## src/rtl/axi4l_reg_slave.sv

```systemverilog
// AXI4-Lite register slave: ID, SCRATCH, CTRL, STATUS and a free-running CYCLES counter
// in a 16-word window. One outstanding write and one outstanding read at a time.
module axi4l_reg_slave #(
  parameter logic [31:0] ID_VALUE   = 32'h5A7A_0001,
  parameter int unsigned ADDR_WIDTH = 6
) (
  input  logic                  aclk,
  input  logic                  aresetn,
  input  logic [ADDR_WIDTH-1:0] s_axi_awaddr,
  input  logic                  s_axi_awvalid,
  output logic                  s_axi_awready,
  input  logic [31:0]           s_axi_wdata,
  input  logic [3:0]            s_axi_wstrb,
  input  logic                  s_axi_wvalid,
  output logic                  s_axi_wready,
  output logic [1:0]            s_axi_bresp,
  output logic                  s_axi_bvalid,
  input  logic                  s_axi_bready,
  input  logic [ADDR_WIDTH-1:0] s_axi_araddr,
  input  logic                  s_axi_arvalid,
  output logic                  s_axi_arready,
  output logic [31:0]           s_axi_rdata,
  output logic [1:0]            s_axi_rresp,
  output logic                  s_axi_rvalid,
  input  logic                  s_axi_rready,
  output logic [31:0]           ctrl_o,
  input  logic [31:0]           status_i
);

  localparam int unsigned DATA_W = 32;
  localparam int unsigned STRB_W = DATA_W / 8;
  localparam int unsigned IDX_W  = ADDR_WIDTH - 2;

  localparam logic [1:0] RESP_OKAY   = 2'b00;
  localparam logic [1:0] RESP_SLVERR = 2'b10;

  localparam logic [IDX_W-1:0] IDX_ID      = IDX_W'(0);
  localparam logic [IDX_W-1:0] IDX_SCRATCH = IDX_W'(1);
  localparam logic [IDX_W-1:0] IDX_CTRL    = IDX_W'(2);
  localparam logic [IDX_W-1:0] IDX_STATUS  = IDX_W'(3);
  localparam logic [IDX_W-1:0] IDX_CYCLES  = IDX_W'(4);

  logic              aw_held, w_held;
  logic              aw_held_n, w_held_n, bvalid_n, rvalid_n;
  logic [IDX_W-1:0]  aw_idx;
  logic [IDX_W-1:0]  ar_idx;
  logic [DATA_W-1:0] w_data;
  logic [STRB_W-1:0] w_strb;
  logic [DATA_W-1:0] scratch, cycles, status_q;
  logic [DATA_W-1:0] rd_data;
  logic [1:0]        rd_resp, wr_resp;
  logic              aw_hs, w_hs, ar_hs, b_hs, r_hs, do_write;
  logic              unused_addr_lsbs;

  assign unused_addr_lsbs = ^{s_axi_awaddr[1:0], s_axi_araddr[1:0]};

  assign aw_hs    = s_axi_awvalid & s_axi_awready;
  assign w_hs     = s_axi_wvalid  & s_axi_wready;
  assign ar_hs    = s_axi_arvalid & s_axi_arready;
  assign b_hs     = s_axi_bvalid  & s_axi_bready;
  assign r_hs     = s_axi_rvalid  & s_axi_rready;
  assign do_write = aw_held & w_held;
  assign ar_idx   = s_axi_araddr[ADDR_WIDTH-1:2];
  assign wr_resp  = (aw_idx <= IDX_CYCLES) ? RESP_OKAY : RESP_SLVERR;

  function automatic logic [DATA_W-1:0] merge_bytes(input logic [DATA_W-1:0] old_val,
                                                    input logic [DATA_W-1:0] new_val,
                                                    input logic [STRB_W-1:0] strb);
    logic [DATA_W-1:0] res;
    res = old_val;
    for (int i = 0; i < int'(STRB_W); i++) begin
      if (strb[i]) res[8*i +: 8] = new_val[8*i +: 8];
    end
    return res;
  endfunction

  // Channel next-state: capture AW/W independently, commit once both are held.
  always_comb begin
    aw_held_n = aw_held;
    w_held_n  = w_held;
    bvalid_n  = s_axi_bvalid;
    rvalid_n  = s_axi_rvalid;
    if (aw_hs) aw_held_n = 1'b1;
    if (w_hs)  w_held_n  = 1'b1;
    if (do_write) begin
      aw_held_n = 1'b0;
      w_held_n  = 1'b0;
      bvalid_n  = 1'b1;
    end else if (b_hs) begin
      bvalid_n = 1'b0;
    end
    if (ar_hs)     rvalid_n = 1'b1;
    else if (r_hs) rvalid_n = 1'b0;
  end

  // Read mux sees current register values, so a coincident write returns the old value.
  always_comb begin
    rd_data = '0;
    rd_resp = RESP_OKAY;
    case (ar_idx)
      IDX_ID:      rd_data = ID_VALUE;
      IDX_SCRATCH: rd_data = scratch;
      IDX_CTRL:    rd_data = ctrl_o;
      IDX_STATUS:  rd_data = status_q;
      IDX_CYCLES:  rd_data = cycles;
      default:     rd_resp = RESP_SLVERR;
    endcase
  end

  // Channel state and registered handshake outputs.
  always_ff @(posedge aclk or negedge aresetn) begin
    if (!aresetn) begin
      aw_held       <= 1'b0;
      w_held        <= 1'b0;
      aw_idx        <= '0;
      w_data        <= '0;
      w_strb        <= '0;
      s_axi_awready <= 1'b0;
      s_axi_wready  <= 1'b0;
      s_axi_arready <= 1'b0;
      s_axi_bvalid  <= 1'b0;
      s_axi_bresp   <= RESP_OKAY;
      s_axi_rvalid  <= 1'b0;
      s_axi_rdata   <= '0;
      s_axi_rresp   <= RESP_OKAY;
    end else begin
      aw_held       <= aw_held_n;
      w_held        <= w_held_n;
      s_axi_awready <= ~aw_held_n & ~bvalid_n;
      s_axi_wready  <= ~w_held_n & ~bvalid_n;
      s_axi_arready <= ~rvalid_n;
      s_axi_bvalid  <= bvalid_n;
      s_axi_rvalid  <= rvalid_n;
      if (aw_hs) aw_idx <= s_axi_awaddr[ADDR_WIDTH-1:2];
      if (w_hs) begin
        w_data <= s_axi_wdata;
        w_strb <= s_axi_wstrb;
      end
      if (do_write) s_axi_bresp <= wr_resp;
      if (ar_hs) begin
        s_axi_rdata <= rd_data;
        s_axi_rresp <= rd_resp;
      end
    end
  end

  // Register file; a CYCLES write wins over the increment.
  always_ff @(posedge aclk or negedge aresetn) begin
    if (!aresetn) begin
      scratch  <= '0;
      ctrl_o   <= '0;
      cycles   <= '0;
      status_q <= '0;
    end else begin
      status_q <= status_i;
      cycles   <= (do_write && aw_idx == IDX_CYCLES) ? '0 : cycles + DATA_W'(1);
      if (do_write) begin
        case (aw_idx)
          IDX_SCRATCH: scratch <= merge_bytes(scratch, w_data, w_strb);
          IDX_CTRL:    ctrl_o  <= merge_bytes(ctrl_o, w_data, w_strb);
          default:     ;
        endcase
      end
    end
  end

endmodule

```

## config.mk

```make
export PLATFORM = sky130hd
export DESIGN_NAME = axi4l_reg_slave
export DESIGN_NICKNAME = d
export VERILOG_FILES = /design/src/rtl/axi4l_reg_slave.sv
export SDC_FILE = /design/constraint.sdc
export NUM_CORES = 1
export LEC_CHECK = 0
export CAP_MARGIN = 10
export CORE_ASPECT_RATIO = 1.5
export CORE_MARGIN = 2
export CORE_UTILIZATION = 56
export CTS_CLUSTER_DIAMETER = 200
export DETAILED_ROUTE_END_ITERATION = 16
export HOLD_SLACK_MARGIN = 0.03
export PLACE_DENSITY_LB_ADDON = 0.25
export SYNTH_ARGS = -nofsm -noshare
export SYNTH_HDL_FRONTEND = slang
export SYNTH_SLANG_ARGS = --single-unit
```

## constraint.sdc

```tcl
create_clock -name aclk -period 3.1 [get_ports aclk]
set_input_delay 0.31 -clock aclk [delete_from_list [all_inputs] [get_ports aclk]]
set_output_delay 0.31 -clock aclk [all_outputs]
set_load 0.05 [all_outputs]
```

# Word-level counts from Yosys, hierarchy flattened
# Cells that the tools add are included.
# totals
elab_cells,67
register_bits,211
# op_classes
addsub,1
eq_ne,7
n_reduce_logical,11
muxes,12
bitwise_logic,12
order_cmp,1
# op_table
cell,n
32-bit case mux with 5 select lines,1
32-bit by 1-bit adder with 32-bit output (second input constant),1
32-bit 2-to-1 mux,1
3-bit AND reduction,8
4-bit by 2-bit equality test with 1-bit output (second input constant),3
1-bit bitwise AND,8
4-bit by 1-bit equality test with 1-bit output (second input constant),2
4-bit by 3-bit equality test with 1-bit output (second input constant),2
1-bit 2-to-1 mux,8
5-bit OR reduction,1
4-bit by 3-bit less-or-equal comparator with 1-bit output (second input constant),1
4-bit logical NOT,1
2-bit 2-to-1 mux,2
1-bit NOT,4
1-bit logical AND,1

# Depth between registers and ports, before layout
# Gate-level depths: netlist (run 1).
# depth
ltp_word,5
mapped_depth,7
mapped_depth_nobuf,5

# Worst setup path after synthesis (run 1)
# Ideal clock, no wire load.
# synth_timing
kind,register -> register
start,register cycles[0]
end,register cycles[26]
path_buffers,0
period_less_slack_ps,1826
required_time_ps,3022
setup_slack_ps,1274
arrival_ps,1748
path_stages_with_launch,6
setup_ps,78
path_cell_list,dfrtp_1 ha_1 nand3_1 or4_4 or4_1 a21oi_1
# synth_via
elab_chain_cells,2
# synth_lines
element,line,rtl
start: declaration,49,"logic [DATA_W-1:0] scratch, cycles, status_q;"
start signal: assignment,156,cycles <= (do_write && aw_idx == IDX_CYCLES) ? '0 : cycles + DATA_W'(1);
32-bit by 1-bit adder with 32-bit output,156,
32-bit 2-to-1 mux,156,
# Every way passes these cells.
# A chain may end at the register's enable or synchronous reset.

# Final worst setup path (run 1)
# layout_timing
start,register cycles[2]
end,register cycles[19]
# Same word-level chain as after synthesis.

==> results of run 1 <==
==> cell type report <==
class                   instances  area [µm²]  area share (%)
well taps                     199         249            2.27
repair buffers                170        1700            15.5
flip-flops and latches        209        5230            47.6
multi-input cells             405        3130            28.5
inverters                      15        56.3           0.513
clock inverters                 2        10.0          0.0912
clock buffers                  30         609            5.55
==> routing by layer <==
metal  vias up  GRT usage (%)
met2       237           47.3
met5         -              0
met1      3161           31.2
met4         0           7.75
met3        31           4.27
li1       2763              -
==> flip-flops by register name (all words and copies together) (netlist names) <==
| signal | count |
|---|---|
| aw_held | 1 |
| aw_idx | 4 |
| ctrl_o | 32 |
| cycles | 32 |
| s_axi_arready | 1 |
| s_axi_awready | 1 |
| s_axi_bresp | 1 |
| s_axi_bvalid | 1 |
| s_axi_rdata | 32 |
| s_axi_rresp | 1 |
| s_axi_rvalid | 1 |
| s_axi_wready | 1 |
| scratch | 32 |
| status_q | 32 |
| w_data | 32 |
| w_held | 1 |
| w_strb | 4 |
==> kinds of logic after synthesis <==
logic type      count (synthesis)  share of synthesized area, %
simple gates                  140                          9.30
xor+xnor                        9                         0.924
flops                         209                          61.3
mux                           105                          13.9
other cells                     1                        0.0440
compound gates                148                          12.0
buf+inv                        49                          2.42
fa+ha+maj                       1                         0.147
==> stage by stage <==
stage                     hold WS, ps  setup WS [ps]  instances
final                             260            928       1030
after global routing              251            768       1030
after CTS                         252            870       1029
after detailed placement          433            372        996
after global placement            419            533        996
after floorplan                  14.4           1270        663
==> path summary, 6_finish.rpt <==
kind                       cells after the start                           to  slack, ps
setup / recovery                               4         cycles[19]$_DFF_PN0_        930
hold / removal                                 1        status_q[4]$_DFF_PN0_        260
setup reg to reg                               4         cycles[19]$_DFF_PN0_        930
hold reg to reg                                2  s_axi_rdata[20]$_DFFE_PN0P_        480
max in group asynchronous                      3        w_strb[0]$_DFFE_PN0P_       1820
min in group asynchronous                      2       w_data[24]$_DFFE_PN0P_        450
==> power by group <==
| group | internal, µW | total, µW | switching [µW] | leakage [µW] |
|---|---|---|---|---|
| Combinational | 1120 | 2500 | 1380 | 0.00187 |
| Sequential | 3470 | 4100 | 631 | 0.00269 |
| Clock | 1350 | 2310 | 968 | 0.000307 |
| Total | 5940 | 8920 | 2980 | 0.00487 |
==> cell usage after synthesis (all sizes together) <==
library cell and number:
clkbuf 27, dfrtp 209, nor2 12, or4 16
o31a 1, buf 7, mux2i 1, o31ai 13
xnor2 1, a21oi 45, and3 2, inv 15
and4bb 1, ha 1, nand2 54, nand3 12
conb 1, and2 3, or3 7, nor4 1
mux2 104, nor4b 6, xor2 8, o22ai 10
and4 3, a41oi 1, o21ba 1, nand4 8
nand3b 1, a211oi 1, nor2b 13, a222oi 32
o21a 1, o21ai 20, or2 1, a21o 23
==> critical path: stages, from the launching register on <==
cell	delay [ps]
dfrtp_1	460
and4_1	440
nand4_4	400
or4_1	610
a21oi_1	170
==> impl_metrics.json, run 1 <==
{
  "status": "completed",
  "overflow": 0,
  "final_common_cell": "dfrtp_1",
  "setup.worst_path.start": "cycles[2]$_DFF_PN0_",
  "start_util_pct": 56.8,
  "total_power_uw": 8920,
  "final_area_um2": 11000,
  "die_h_um": 155,
  "powerDensity_nw_per_um2": 812,
  "synth_area_leaders": "dfrtp_1 (61%), mux2_2 (14%), a222oi_1 (3.8%)",
  "rows": 55,
  "arrival_ps": 2580,
  "grt_antenna_before_repair": 0,
  "hold_buffers": 1,
  "post_synth_num_cell_types": 43,
  "fin_crit_ps": 2170,
  "rsz0062_at_grt": "no",
  "die_w_um": 105,
  "met3_wirelength_um": 1340,
  "io_buffers": 153,
  "yosys_warnings": 0,
  "yosys.area.top_type_share_pct": 61.3,
  "via_count": 6192,
  "worstSetupEndpointType": "flip-flop",
  "numClockSinks": 209,
  "min_path_type": "in -> reg",
  "core_area_um2": 15000,
  "worst_clock_skew_ps": 8.26,
  "dp_hpwl_um": 14000,
  "postCtsResizedCells": 0,
  "crit_required_ps": 3510,
  "fmax_mhz": 460,
  "layout-drive-gt1-share_pct": 19.6,
  "grt_util_all_layers_pct": 25.8,
  "maxCapViolCount": 0,
  "crit_type": "reg -> reg",
  "cts_tree": "built",
  "setup_viol": 0,
  "slew_headroom_pct": 49.6,
  "insertion_delay_ps": 490,
  "drt_iter0_drc": 457,
  "design.portCount": 160,
  "avgRoutedWirePerCell_um": 20.1,
  "wl_met1_um": 7800,
  "wl_um": 20700,
  "slew_violations": 0,
  "drtPass1Iterations": 6,
  "avgSynthCellArea_um2": 12.9,
  "p_leak_uw": 0.00487,
  "postCtsSetupRepairBufs": 0,
  "worstPathMaxFanout": 34,
  "synthesis.area_um2": 8530,
  "timing.rr.start": "cycles[2]$_DFF_PN0_",
  "dieArea_um2": 16200,
  "synth_seq_cells": 209,
  "start_kind": "flip-flop",
  "fill_cells": 1028,
  "grt_max_degree": 93,
  "drcViolationCount": 0,
  "grt_pass1_wl_um": 33700,
  "placed_area_um2": 10300,
  "peakVddDrop_v": 0.000676,
  "numCtsBuffers": 20,
  "final_util_pct": 73.2,
  "min_period_over_period_pct": 70.1,
  "cts.clk_slew.worst_paths_ps": 70,
  "cts_root_buffer": "clkbuf_16",
  "fin_nets": 909,
  "routed_via_density": 6.01,
  "cts_buffer_depth": 3,
  "met2_length_um": 11200,
  "final_cell_mix": "dfrtp_1 (209), clkdlybuf4s50_1 (152), mux2_2 (104), nand2_1 (53), a21oi_1 (45)",
  "top_layer_used": "met4",
  "first_global_vias": 6654,
  "min_from": "status_i[4]",
  "yosysTopAreaCell": "dfrtp_1",
  "synth_cells": 662,
  "finalHoldViolCount": 0,
  "worstMarginPinSlew_ps": 756,
  "antennaDiodeCount": 0,
  "area_delta_synth_final_pct": 28.8,
  "ant_nets": 0,
  "setup_tns_ps": 0,
  "place.gp.congestion": 0.803,
  "cts.htree.levels": 1,
  "yosysSeqAreaShare_pct": 61.3
}
No activity file was read; power rests on OpenSTA's default activity.
==> run 2, diff against run 1 <==
--- a/config.mk
+++ b/config.mk
@@ -8,7 +8,7 @@
 export CAP_MARGIN = 10
 export CORE_ASPECT_RATIO = 1.5
 export CORE_MARGIN = 2
-export CORE_UTILIZATION = 56
+export CORE_UTILIZATION = 47
 export CTS_CLUSTER_DIAMETER = 200
 export DETAILED_ROUTE_END_ITERATION = 16
 export HOLD_SLACK_MARGIN = 0.03
==> constraint.sdc (replaced) <==
create_clock -name aclk -period 1.9 [get_ports aclk]
set_input_delay 0.19 -clock aclk [delete_from_list [all_inputs] [get_ports aclk]]
set_output_delay 0.19 -clock aclk [all_outputs]
set_load 0.05 [all_outputs]
==> run 2 against run 1 <==
Net effect: final cell count is 5.5% higher; core utilization decreased by 8.7 points; non-clock buffer count up 32; die area up 19%; sequential cell count unchanged; worst hold slack got worse by 130 ps; register-to-register slack got worse by 880 ps.
==> impl_metrics.json, run 2 (synthesized netlist as in run 1, its figures left out) <==
{
  "cpMaxStageDelayCell": "clkdlybuf4s50_1",
  "powerDensity_nw_per_um2": 1310,
  "numClockSinks": 209,
  "fin_nets": 943,
  "crit_buf_inv": 1,
  "worstPathMaxFanout": 3,
  "avgRoutedWirePerCell_um": 19.6,
  "layout-drive-gt1-share_pct": 24.4,
  "clkPwrFrac_pct": 27.9,
  "routed_via_density": 5.75,
  "dp_hpwl_um": 14600,
  "fill_cells": 1418,
  "peakVddDrop_v": 0.000944,
  "slew_violations": 0,
  "via_count": 6252,
  "setup_viol": 0,
  "critPathTopFamily": "buffers and inverters",
  "grt_pass1_wl_um": 35100,
  "core_area_um2": 17900,
  "rsz0062_at_grt": "yes",
  "area_delta_synth_final_pct": 35.1,
  "intPower_uw": 10100,
  "ant_nets": 0,
  "r2r_end": "cycles[31]$_DFF_PN0_",
  "setup.worst_path.start": "ctrl_o[29]$_DFFE_PN0P_",
  "die_w_um": 114,
  "min_period_over_period_pct": 98.3,
  "r2r_slack_ps": 50,
  "hold_path_depth": 1,
  "grt_max_degree": 57,
  "reg2reg_depth": 5,
  "final_cell_mix": "dfrtp_1 (208), clkdlybuf4s50_1 (109), mux2_2 (104), nand2_1 (47), a21oi_1 (44)",
  "place.gp.congestion": 0.865,
  "finalHoldViolCount": 0,
  "p_seq_share_pct": 43.6,
  "grt_util_all_layers_pct": 22.8,
  "worstSetupEndpointType": "primary output",
  "placed_area_um2": 10700,
  "die_h_um": 169,
  "worstMarginPinSlew_ps": 751,
  "rows": 60,
  "power_frac_comb_pct": 28.5,
  "pre_cts_slack_ps": -53.4,
  "cp.depth": 1,
  "slew_headroom_pct": 49.7,
  "dieArea_um2": 19300,
  "arrival_ps": 1680,
  "min_path_type": "in -> reg",
  "final_common_cell": "dfrtp_1",
  "design.portCount": 160,
  "crit_end": "ctrl_o[29]",
  "crit_required_ps": 1710,
  "worst_slack_ps": 32.3,
  "cts_buffer_depth": 3,
  "drt_iter0_drc": 493,
  "io_buffers": 153,
  "insertion_delay_ps": 490,
  "fin_crit_ps": 1870,
  "maxCapViolCount": 0,
  "cts_tree": "built",
  "worst_clock_skew_ps": 10.0,
  "wl_um": 21400,
  "power.switching_uw": 4980,
  "drcViolationCount": 0,
  "status": "completed",
  "start_kind": "flip-flop",
  "hold-worst-slack_ps": 129,
  "start_util_pct": 47.7,
  "slowest_delay_ps": 820,
  "cts_root_buffer": "clkbuf_16",
  "p_leak_uw": 0.00559,
  "numCtsBuffers": 21,
  "path_cells": "clkdlybuf4s50_1",
  "timing.rr.start": "cycles[21]$_DFF_PN0_",
  "switching_share_pct": 33.1,
  "drtPass1Iterations": 6,
  "overflow": 0,
  "cts.htree.levels": 1,
  "final_area_um2": 11500,
  "fmax_mhz": 535,
  "crit_type": "reg -> out",
  "grt_antenna_before_repair": 0,
  "first_global_vias": 6797,
  "cts.clk_slew.worst_paths_ps": 60,
  "antennaDiodeCount": 0
}
## run 2: cell count changes in the layout (fill, tap and decap cells not counted), moves of 6 or more
cell,delta
nand2_2,+6
dlygate4sd2_1,+19
clkdlybuf4s50_1,-43
buf_4,+23
buf_12,+10
dlymetal6s2s_1,+24
nand2_1,-6
## run 2: layout make-up
cell class / instances / area, µm² / share of cell area, %
timing repair buffer: 202 / 2090 / 18.2
clock inverter: 6 / 86.3 / 0.749
clock buffer: 32 / 617 / 5.35
tap: 217 / 272 / 2.36
multi-input combinational: 406 / 3170 / 27.5
sequential: 209 / 5230 / 45.4
inverter: 15 / 56.3 / 0.489
## run 2: worst min-delay path by stage
stage	start	to	slack (ps)
6_report	status_i[6]	status_q[6]$_DFF_PN0_	130
5_1_grt	status_i[16]	status_q[16]$_DFF_PN0_	120
4_1_cts	status_i[6]	status_q[6]$_DFF_PN0_	110
3_5_place_dp	aresetn	w_data[11]$_DFFE_PN0P_	180
3_3_place_gp	aresetn	w_data[11]$_DFFE_PN0P_	180
2_1_floorplan	aresetn	aw_held$_DFF_PN0_	-110
## run 2: repair_timing
item / CTS / global route
hold buffers: 1 / 0
buffers inserted: 0 / 3
hold endpoints to repair: 50 / 0
pin swaps: 1 / 2
gates cloned: 1 / 0
endpoints found under the setup margin: 21 / 99
gates resized for setup: 19 / 37
## run 2: per-stage QoR
stage | util (%) | instances | setup TNS, ps | power, µW
after global placement | 59.9 | 1044 | -0.346 | 10900
after floorplan | - | 663 | 0 | 9190
final | 64.5 | 1087 | 0 | 15100
after global routing | 64.5 | 1087 | -943 | 15800
after detailed placement | 59.9 | 1044 | -560 | 11100
after CTS | 63.8 | 1084 | 0 | 15200
## run 2: metal layers
metal  routed length, µm  vias to the layer above  GRT usage (%)
met4                 325                        0           4.93
met1                8250                     3177           27.6
met2               11600                      203           41.9
li1                    -                     2848              -
met3                1210                       24           4.19
met5                   0                        -              0
## run 2: worst reg2reg max path, stage by stage, from the launching register on
cell and delay (ps):
dfrtp_1 390, nand4_1 150, buf_4 180, or4_1 500, or4_1 410, a21oi_1 150
## run 2: power groups by stage
stage	Clock, µW	Sequential, µW	Combinational [µW]
finish	4200	6560	4290
floorplan	0	7580	1610
CTS	4280	6570	4350
global placement	0	6580	4320
detailed placement	0	6640	4440
global route	4460	6740	4590
